--- src/rtl/coffee_order_ctrl.sv ---
// Order front-end for the coffee machine: collects coin credit, validates drink
// selections against their prices, hands off to the brewer and returns change.
module coffee_order_ctrl #(
    parameter int PRICE_0     = 10,
    parameter int PRICE_1     = 12,
    parameter int PRICE_2     = 15,
    parameter int PRICE_3     = 15,
    parameter int CREDIT_MAX  = 255,
    parameter int TIMEOUT_CYC = 1000
) (
    input  logic       clk,
    input  logic       reset,
    input  logic       coin_in,
    input  logic [7:0] coin_val,
    input  logic       sel_req,
    input  logic [1:0] sel_code,
    input  logic       cancel,
    output logic       brew_start,
    output logic [1:0] brew_sel,
    input  logic       brew_done,
    output logic [7:0] credit,
    output logic       coin_reject,
    output logic       err_funds,
    output logic       change_valid,
    output logic [7:0] change_amt,
    output logic       busy,
    output logic       fault,
    output logic [2:0] ctrl_state
);

    localparam logic [2:0] IDLE   = 3'd0;
    localparam logic [2:0] START  = 3'd1;
    localparam logic [2:0] BREW   = 3'd2;
    localparam logic [2:0] CHANGE = 3'd3;
    localparam logic [2:0] FAULT  = 3'd4;

    localparam int              CNT_W        = (TIMEOUT_CYC > 2) ? $clog2(TIMEOUT_CYC) : 1;
    localparam logic [CNT_W-1:0] CNT_LAST    = CNT_W'(TIMEOUT_CYC - 1);
    localparam logic [8:0]       CREDIT_LIMIT = 9'(CREDIT_MAX);

    logic [2:0]       state;
    logic [CNT_W-1:0] timeout_cnt;
    logic [8:0]       coin_sum;
    logic             coin_ok;
    logic [7:0]       credit_coin;
    logic [7:0]       price;

    // Credit as it would stand after this cycle's coin; the 9-bit sum catches overflow.
    always_comb begin
        coin_sum    = {1'b0, credit} + {1'b0, coin_val};
        coin_ok     = coin_in && (coin_sum <= CREDIT_LIMIT);
        credit_coin = coin_ok ? coin_sum[7:0] : credit;
        case (sel_code)
            2'b00:   price = 8'(PRICE_0);
            2'b01:   price = 8'(PRICE_1);
            2'b10:   price = 8'(PRICE_2);
            default: price = 8'(PRICE_3);
        endcase
    end

    always_ff @(posedge clk or posedge reset) begin
        if (reset) begin
            state       <= IDLE;
            credit      <= 8'd0;
            brew_sel    <= 2'b00;
            change_amt  <= 8'd0;
            timeout_cnt <= '0;
            coin_reject <= 1'b0;
            err_funds   <= 1'b0;
        end else begin
            // Outside IDLE every coin is bounced back.
            coin_reject <= (state == IDLE) ? (coin_in && !coin_ok) : coin_in;
            err_funds   <= 1'b0;
            case (state)
                IDLE: begin
                    if (cancel) begin
                        if (credit_coin != 8'd0) begin
                            change_amt <= credit_coin;
                            credit     <= 8'd0;
                            state      <= CHANGE;
                        end
                    end else if (sel_req) begin
                        // Affordability uses credit before this cycle's coin.
                        if (credit >= price) begin
                            brew_sel <= sel_code;
                            credit   <= credit_coin - price;
                            state    <= START;
                        end else begin
                            err_funds <= 1'b1;
                            credit    <= credit_coin;
                        end
                    end else begin
                        credit <= credit_coin;
                    end
                end
                START: begin
                    timeout_cnt <= '0;
                    state       <= BREW;
                end
                BREW: begin
                    if (brew_done) begin
                        if (credit != 8'd0) begin
                            change_amt <= credit;
                            credit     <= 8'd0;
                            state      <= CHANGE;
                        end else begin
                            state <= IDLE;
                        end
                    end else if (timeout_cnt == CNT_LAST) begin
                        state <= FAULT;
                    end else begin
                        timeout_cnt <= timeout_cnt + 1'b1;
                    end
                end
                CHANGE: begin
                    credit <= 8'd0;
                    state  <= IDLE;
                end
                FAULT: begin
                    state <= FAULT;
                end
                default: state <= IDLE;
            endcase
        end
    end

    assign brew_start   = (state == START);
    assign change_valid = (state == CHANGE);
    assign busy         = (state != IDLE);
    assign fault        = (state == FAULT);
    assign ctrl_state   = state;

endmodule

--- config.mk ---
export PLATFORM = sky130hd
export DESIGN_NAME = coffee_order_ctrl
export DESIGN_NICKNAME = d
export VERILOG_FILES = /design/src/rtl/coffee_order_ctrl.sv
export SDC_FILE = /design/constraint.sdc
export NUM_CORES = 1
export LEC_CHECK = 0
export BUFFER_PORTS_ARGS = -buffer_cell sky130_fd_sc_hd__buf_2
export CAP_MARGIN = 30
export CORE_UTILIZATION = 45
export CTS_CLUSTER_SIZE = 12
export DETAILED_ROUTE_END_ITERATION = 16
export GPL_TIMING_DRIVEN = 0
export PLACE_DENSITY = 0.78
export SLEW_MARGIN = 10
export SYNTH_ARGS = -nofsm -noshare
export SYNTH_HDL_FRONTEND = slang
export SYNTH_SLANG_ARGS = --single-unit
--- constraint.sdc ---
create_clock -name clk -period 3.6 [get_ports clk]
set_input_delay 0.54 -clock clk [delete_from_list [all_inputs] [get_ports clk]]
set_output_delay 0.54 -clock clk [all_outputs]
set_load 0.02 [all_outputs]
==> impl_metrics.ini, run 1 <==
[outcome]
status = completed

[clock_tree]
cts_tree = yes
cts-buffers-inserted = 5
clk-insertion-delay-late_ns = 0.29
htree_levels = 2
cts.sinks = 33
cts_buffer_depth = 2
cts.reportedPaths.clkPinSlew_ns = 0.06
root_buffer = clkbuf_8

[timing]
period_share = 0.984
whs_ns = 0.341
layout_min_cycle_time_ns = 3.54
tightest_slew_ns = 0.864
hold_viol_final = 0
max_freq_ghz = 0.282
setup_tns_ns = 0
maxSlewHeadroom = 0.420
grt_setup_unrepaired = yes
fin_skew_ns = 0.00137
setup_viol = 0
slew_violations = 0

[critical_path]
worst_setup_path_end_kind = flip-flop
critical_path_arrival_ns = 3.72
worst_setup_path_start_kind = flip-flop
required_ns = 3.78
r2r-start = credit[0]$_DFFE_PP0P_
cp_max_fo = 5
worstSetupPathType = reg -> reg
critPathLaunch = credit[0]$_DFFE_PP0P_

[synth]
synth_mux_area_frac = 0.0890
synth.yosys.seq_area_share = 0.316
synthSimpleGateAreaFrac = 0.237
avgSynthCellArea_um2 = 8.92
yosysTopAreaCell = dfrtp_1
ys_seq_elements = 33
synthCells = 293
synth_top_family_by_area = simple AND/OR/NAND/NOR gates
synth-edff-count = 0
ys_top_cells_by_area = dfrtp_1, mux2_2, ha_1
synthesis.area_um2 = 2610
synth_top_area_frac = 0.316
synth_cell_types = 62
synth.net_count = 327
synth_compound_area_frac = 0.196
synth_xor_area_frac = 0.0335
ys_async_sr_fraction = 1.00
synth_fa_ha_area_frac = 0.0919
ys_warn_count = 0
synth-main-ff-cell = dfrtp_1

[final_layout]
num-fill-cells = 518
final_area_um2 = 3180
drive_gt1_frac = 0.316
areaGrowthSynthToFinish_pct = 21.5
regArea_um2 = 827
nNetsFinal = 384
multiInputGateArea_um2 = 1780
antenna_cells = 0

[run]
cap_violations = 0

[place]
port_buffers = 41
placed_area_um2 = 2950
place.gp.congestion = 0.857
dp_hpwl_um = 4960

[drt]
drcViolationCount = 0
dr.pass1.iters = 4
finalWirelength_um = 6630
drt_iter0_drc = 113
antenna_left = 0
num_vias = 2468
wire_per_inst_um = 15.7
vias_per_cell = 5.83

[grt]
use_met3 = 0.0419
grt_pass1_wl_um = 10800
track_usage = 0.226
globalRouteMet2Util = 0.380
use_met1 = 0.298
grt_max_degree = 19
gr-total-overflow = 0
grt_pass1_vias = 2313
top_usage_layer = met2
antenna_found_initial = 0

[floorplanning]
dieArea_um2 = 6120
row_count = 27
initial_utilization = 0.472
die_width_um = 78.2
core_area_um2 = 5540
ios = 43
die_h_um = 78.2

[hold_path]
hold_path_class = in -> async

[pwr]
p_leak_uw = 0.00152
vdd.ir_drop.worst_mv = 0.407
totalPowerFinal_uw = 2670
cellPowerDensity_nw_per_um2 = 840
## cells in the final DEF, fill, tap and decap left out, types with 4 or more instances in the layout
cell type  netlist  routed
buf_2            2      41
dfrtp_1         33      32
nor2_1          28      27
nand2_1         25      24
o21ai_0         17      17
mux2_2          18      17
a21oi_1         18      15
nand3_1         13      13
ha_1            16      13
inv_1           13      12
buf_4            0       9
xor2_1           8       8
nor3_1           7       7
nor2b_1          7       7
o211ai_1         5       5
clkbuf_8         0       5
clkbuf_1         3       4
nor3b_1          4       4
and3_1           4       4
a211oi_1         4       4
## registers in the layout, summed over array words and instances (netlist names)
register     flops
timeout_cnt     10
change_amt       8
credit           8
ctrl_state       3
brew_sel         2
coin_reject      1
err_funds        1
## stage by stage
step	util	setup WS, ns	instances
global placement	0.527	-0.397	406
floorplan	-	0.00861	293
finish	0.573	0.0561	423
CTS	0.555	0.00685	417
global route	0.573	-0.0568	423
detailed placement	0.532	-0.481	407
## final cells by class
| class | count | area share |
|---|---|---|
| Timing Repair Buffer | 51 | 0.0945 |
| Clock buffer | 6 | 0.0228 |
| Buffer | 6 | 0.0142 |
| Multi-Input combinational cell | 239 | 0.560 |
| Sequential cell | 33 | 0.260 |
| Clock inverter | 2 | 0.00315 |
| Inverter | 14 | 0.0165 |
| Tap cell | 72 | 0.0284 |
## worst max-delay path, stage by stage (launching register included)
cell and delay, ns:
dfrtp_2 0.44, ha_4 0.18, fa_2 0.42, a211oi_4 0.33, o211ai_1 0.19, nand2_1 0.15
buf_6 0.14, nor2_4 0.04, a21oi_2 0.12, ha_2 0.19, inv_2 0.04, fa_2 0.36
a21o_1 0.20, o21ai_4 0.10, o211ai_1 0.15, xor2_1 0.18, a31o_2 0.21
## routing by layer
layer | vias up | routed length [um]
li1 | 1185 | -
met1 | 1214 | 3150
met2 | 62 | 3160
met3 | 7 | 255
met4 | 0 | 67
met5 | - | 0
## Yosys cell counts, types with 3 or more instances
master / instances
nand3_1: 13
and2_1: 3
a211oi_1: 4
nor4_1: 3
nor2b_1: 7
nand2_1: 25
nor2_1: 28
ha_1: 16
and3_1: 4
mux2i_1: 3
o21ai_1: 3
a21o_1: 3
o211ai_1: 5
nand4_1: 3
mux2_2: 18
or3_1: 3
and3_2: 3
o31ai_1: 3
o21ai_0: 17
dfrtp_1: 33
a21oi_1: 18
xor2_1: 8
nor3b_1: 4
clkbuf_1: 3
nor3_1: 7
inv_1: 13
## cell families (layout without fill, tap and decap cells)
family,Yosys count,in the layout
and+or+nand+nor,117,117
AOI/OAI and AO/OA,73,73
DFF,33,33
muxes,21,21
buffers and inverters,21,79
adders and majority gates,18,18
xor gates and xnor gates,10,10
## path summary, 6_finish.rpt
check | slack, ns | cells after the start | to
max | 0.06 | 16 | credit[6]$_DFFE_PP0P_
min | 0.34 | 2 | err_funds$_DFF_PP0_
max reg2reg | 0.06 | 16 | credit[6]$_DFFE_PP0P_
min reg2reg | 0.51 | 1 | brew_sel[1]$_DFFE_PP0P_
max in group asynchronous | 2.74 | 3 | credit[6]$_DFFE_PP0P_
min in group clk | 0.51 | 1 | brew_sel[1]$_DFFE_PP0P_
## repair_timing
action                                  CTS  global route
buffers inserted                          2             7
pin swaps                                 2             9
endpoints found under the setup margin    5             5
hold buffers                              0             0
endpoints found under the hold margin     0             0
resized for setup                         6            15
## report_power, final
| group | switching [uW] | internal [uW] |
|---|---|---|
| clock | 134 | 134 |
| combinational | 1030 | 761 |
| sequential | 123 | 484 |
No activity file was read; power rests on OpenSTA's default activity.
==> run 2: changes to the inputs <==
CORE_UTILIZATION = 35   (was 45)
PLACE_DENSITY = 0.65   (was 0.78)
==> run 2 against run 1 <==
The run now ends with DRC left. Worst setup slack better by 0.073 ns. Register-to-register slack better by 0.07 ns. Count of clock-buffer cells in the layout stayed put. Clock skew is 0.0047 ns higher. Cell count is 5.9% higher. Core utilization is 14 points lower. Sequential share of layout area is 0.32 points higher. Maximum frequency is 2.1% higher. Global-route usage is 4.4 points lower. Critical path type unchanged. Critical endpoint unchanged. Largest cell class unchanged. Highest routed layer unchanged.
==> impl_metrics.ini, run 2 (synthesis results as in run 1) <==
[grt]
grt_max_degree = 34
grt_pass1_vias = 2208
gr-total-overflow = 0
antenna_found_initial = 0
track_usage = 0.182
grt_pass1_wl_um = 10800

[timing]
fin_skew_ns = 0.00606
setup_viol = 0
hold_viol_final = 0
period_share = 0.964
slew_violations = 0
max_freq_ghz = 0.288
layout_min_cycle_time_ns = 3.47
tightest_slew_ns = 0.858
grt_setup_unrepaired = no
maxSlewHeadroom = 0.421

[critical_path]
worst_setup_path_end_kind = flip-flop
slowest_stage = fa_2
cp_max_fo = 5
crit_chain = ha_2 -> fa_2 -> a211oi_4 -> o211ai_1 -> nand2_1 -> buf_6 -> nor2_1 -> a21oi_2 -> ha_1 -> inv_1 -> fa_2 -> a21o_1 -> o21ai_2 -> o211ai_1 -> xor2_1 -> a31o_2
worstSetupPathType = reg -> reg
critical_path_arrival_ns = 3.65
required_ns = 3.78
crit_buf_inv = 2
crit_family = compound AO/OA/AOI/OAI gates
worst_setup_path_start_kind = flip-flop
critPathMaxStageDelay_ns = 0.42

[final_layout]
areaGrowthSynthToFinish_pct = 19.9
num-fill-cells = 744
nNetsFinal = 382
drive_gt1_frac = 0.298
antenna_cells = 0
mostFrequentLayoutCells = buf_2, dfrtp_1, nor2_1
top_regs = timeout_cnt (10), change_amt (8), credit (8)
final_area_um2 = 3130
regMostFlops = timeout_cnt
final_common_cell = buf_2
largest_reg_flops = 10

[drt]
antenna_left = 0
num_vias = 2395
dr.pass1.iters = 10
drcViolationCount = 2
vias_per_cell = 5.35
wire_per_inst_um = 14.9
finalWirelength_um = 6660
drt_iter0_drc = 115

[pwr]
cellPowerDensity_nw_per_um2 = 834
p_leak_uw = 0.00150
vdd.ir_drop.worst_mv = 0.335
totalPowerFinal_uw = 2610

[clock_tree]
cts.reportedPaths.clkPinSlew_ns = 0.07
clk-insertion-delay-late_ns = 0.29
htree_levels = 2
cts-buffers-inserted = 5
cts_buffer_depth = 2
cts.sinks = 33
cts_tree = yes
root_buffer = clkbuf_8

[place]
place.gp.congestion = 0.874
port_buffers = 41
dp_hpwl_um = 4990
placed_area_um2 = 2950

[floorplanning]
row_count = 31
initial_utilization = 0.360
dieArea_um2 = 7820
die_h_um = 88.4
core_area_um2 = 7250
die_width_um = 88.4
ios = 43

[hold_path]
hold_path_class = in -> async

[outcome]
status = finished, violations left
violations = DRC

[run]
cap_violations = 0
## run 2: timing repair
item / in CTS / in global routing
pin swaps: 2 / 3
endpoints found under the hold margin: 0 / 0
hold buffers: 0 / 0
endpoints found under the setup margin: 5 / 5
buffers inserted: 3 / 4
gates resized for setup: 2 / 8
## run 2: worst register-to-register path, cell delays in order (launching register included)
cell and delay [ns]:
dfrtp_1 0.39, ha_2 0.20, fa_2 0.42, a211oi_4 0.28
o211ai_1 0.16, nand2_1 0.13, buf_6 0.12, nor2_1 0.05
a21oi_2 0.15, ha_1 0.17, inv_1 0.05, fa_2 0.35
a21o_1 0.21, o21ai_2 0.10, o211ai_1 0.15, xor2_1 0.18
a31o_2 0.25
## run 2: routing by layer
metal	track usage	wire length, um	share of wire
met2	0.289	3100	0.47
met5	0	0	0
met4	0.0425	53	0.0080
met3	0.0392	261	0.039
met1	0.252	3240	0.49
## run 2: report_power, final
group          internal, uW  total, uW  switching, uW
sequential              483        606            123
clock                   134        272            138
combinational           728       1730           1010
## run 2: area by class of cell
cell class	count	area (um^2)	share of cell area
clock buffer	6	72.6	0.0232
multi-input combinational	239	1740	0.556
buffer	7	50.0	0.0160
inverter	14	52.6	0.0168
clock inverter	2	10.0	0.00319
sequential	33	826	0.264
timing repair buffer	48	258	0.0823
tap	99	124	0.0395
## run 2: through the flow
stage / setup TNS, ns / cells / hold slack (ns) / setup WS (ns) / util
detailed placement: -1.95 / 433 / 0.489 / -0.484 / 0.407
floorplan: 0 / 293 / 0.487 / 0.00861 / -
CTS: 0 / 444 / 0.388 / 0.0215 / 0.423
finish: 0 / 448 / 0.358 / 0.129 / 0.432
global placement: -1.74 / 433 / 0.484 / -0.454 / 0.407
global route: 0 / 448 / 0.414 / 0.000626 / 0.432
## run 2: worst paths after layout
| check | start | endpoint | slack, ns | cells past startpoint |
|---|---|---|---|---|
| min | reset | timeout_cnt[4]$_DFFE_PP0P_ | 0.36 | 2 |
| min reg2reg | brew_sel[0]$_DFFE_PP0P_ | brew_sel[0]$_DFFE_PP0P_ | 0.50 | 1 |
| min in group clk | brew_sel[0]$_DFFE_PP0P_ | brew_sel[0]$_DFFE_PP0P_ | 0.50 | 1 |
| max in group asynchronous | reset | credit[4]$_DFFE_PP0P_ | 2.79 | 2 |
| max | credit[0]$_DFFE_PP0P_ | credit[6]$_DFFE_PP0P_ | 0.13 | 16 |
| max reg2reg | credit[0]$_DFFE_PP0P_ | credit[6]$_DFFE_PP0P_ | 0.13 | 16 |
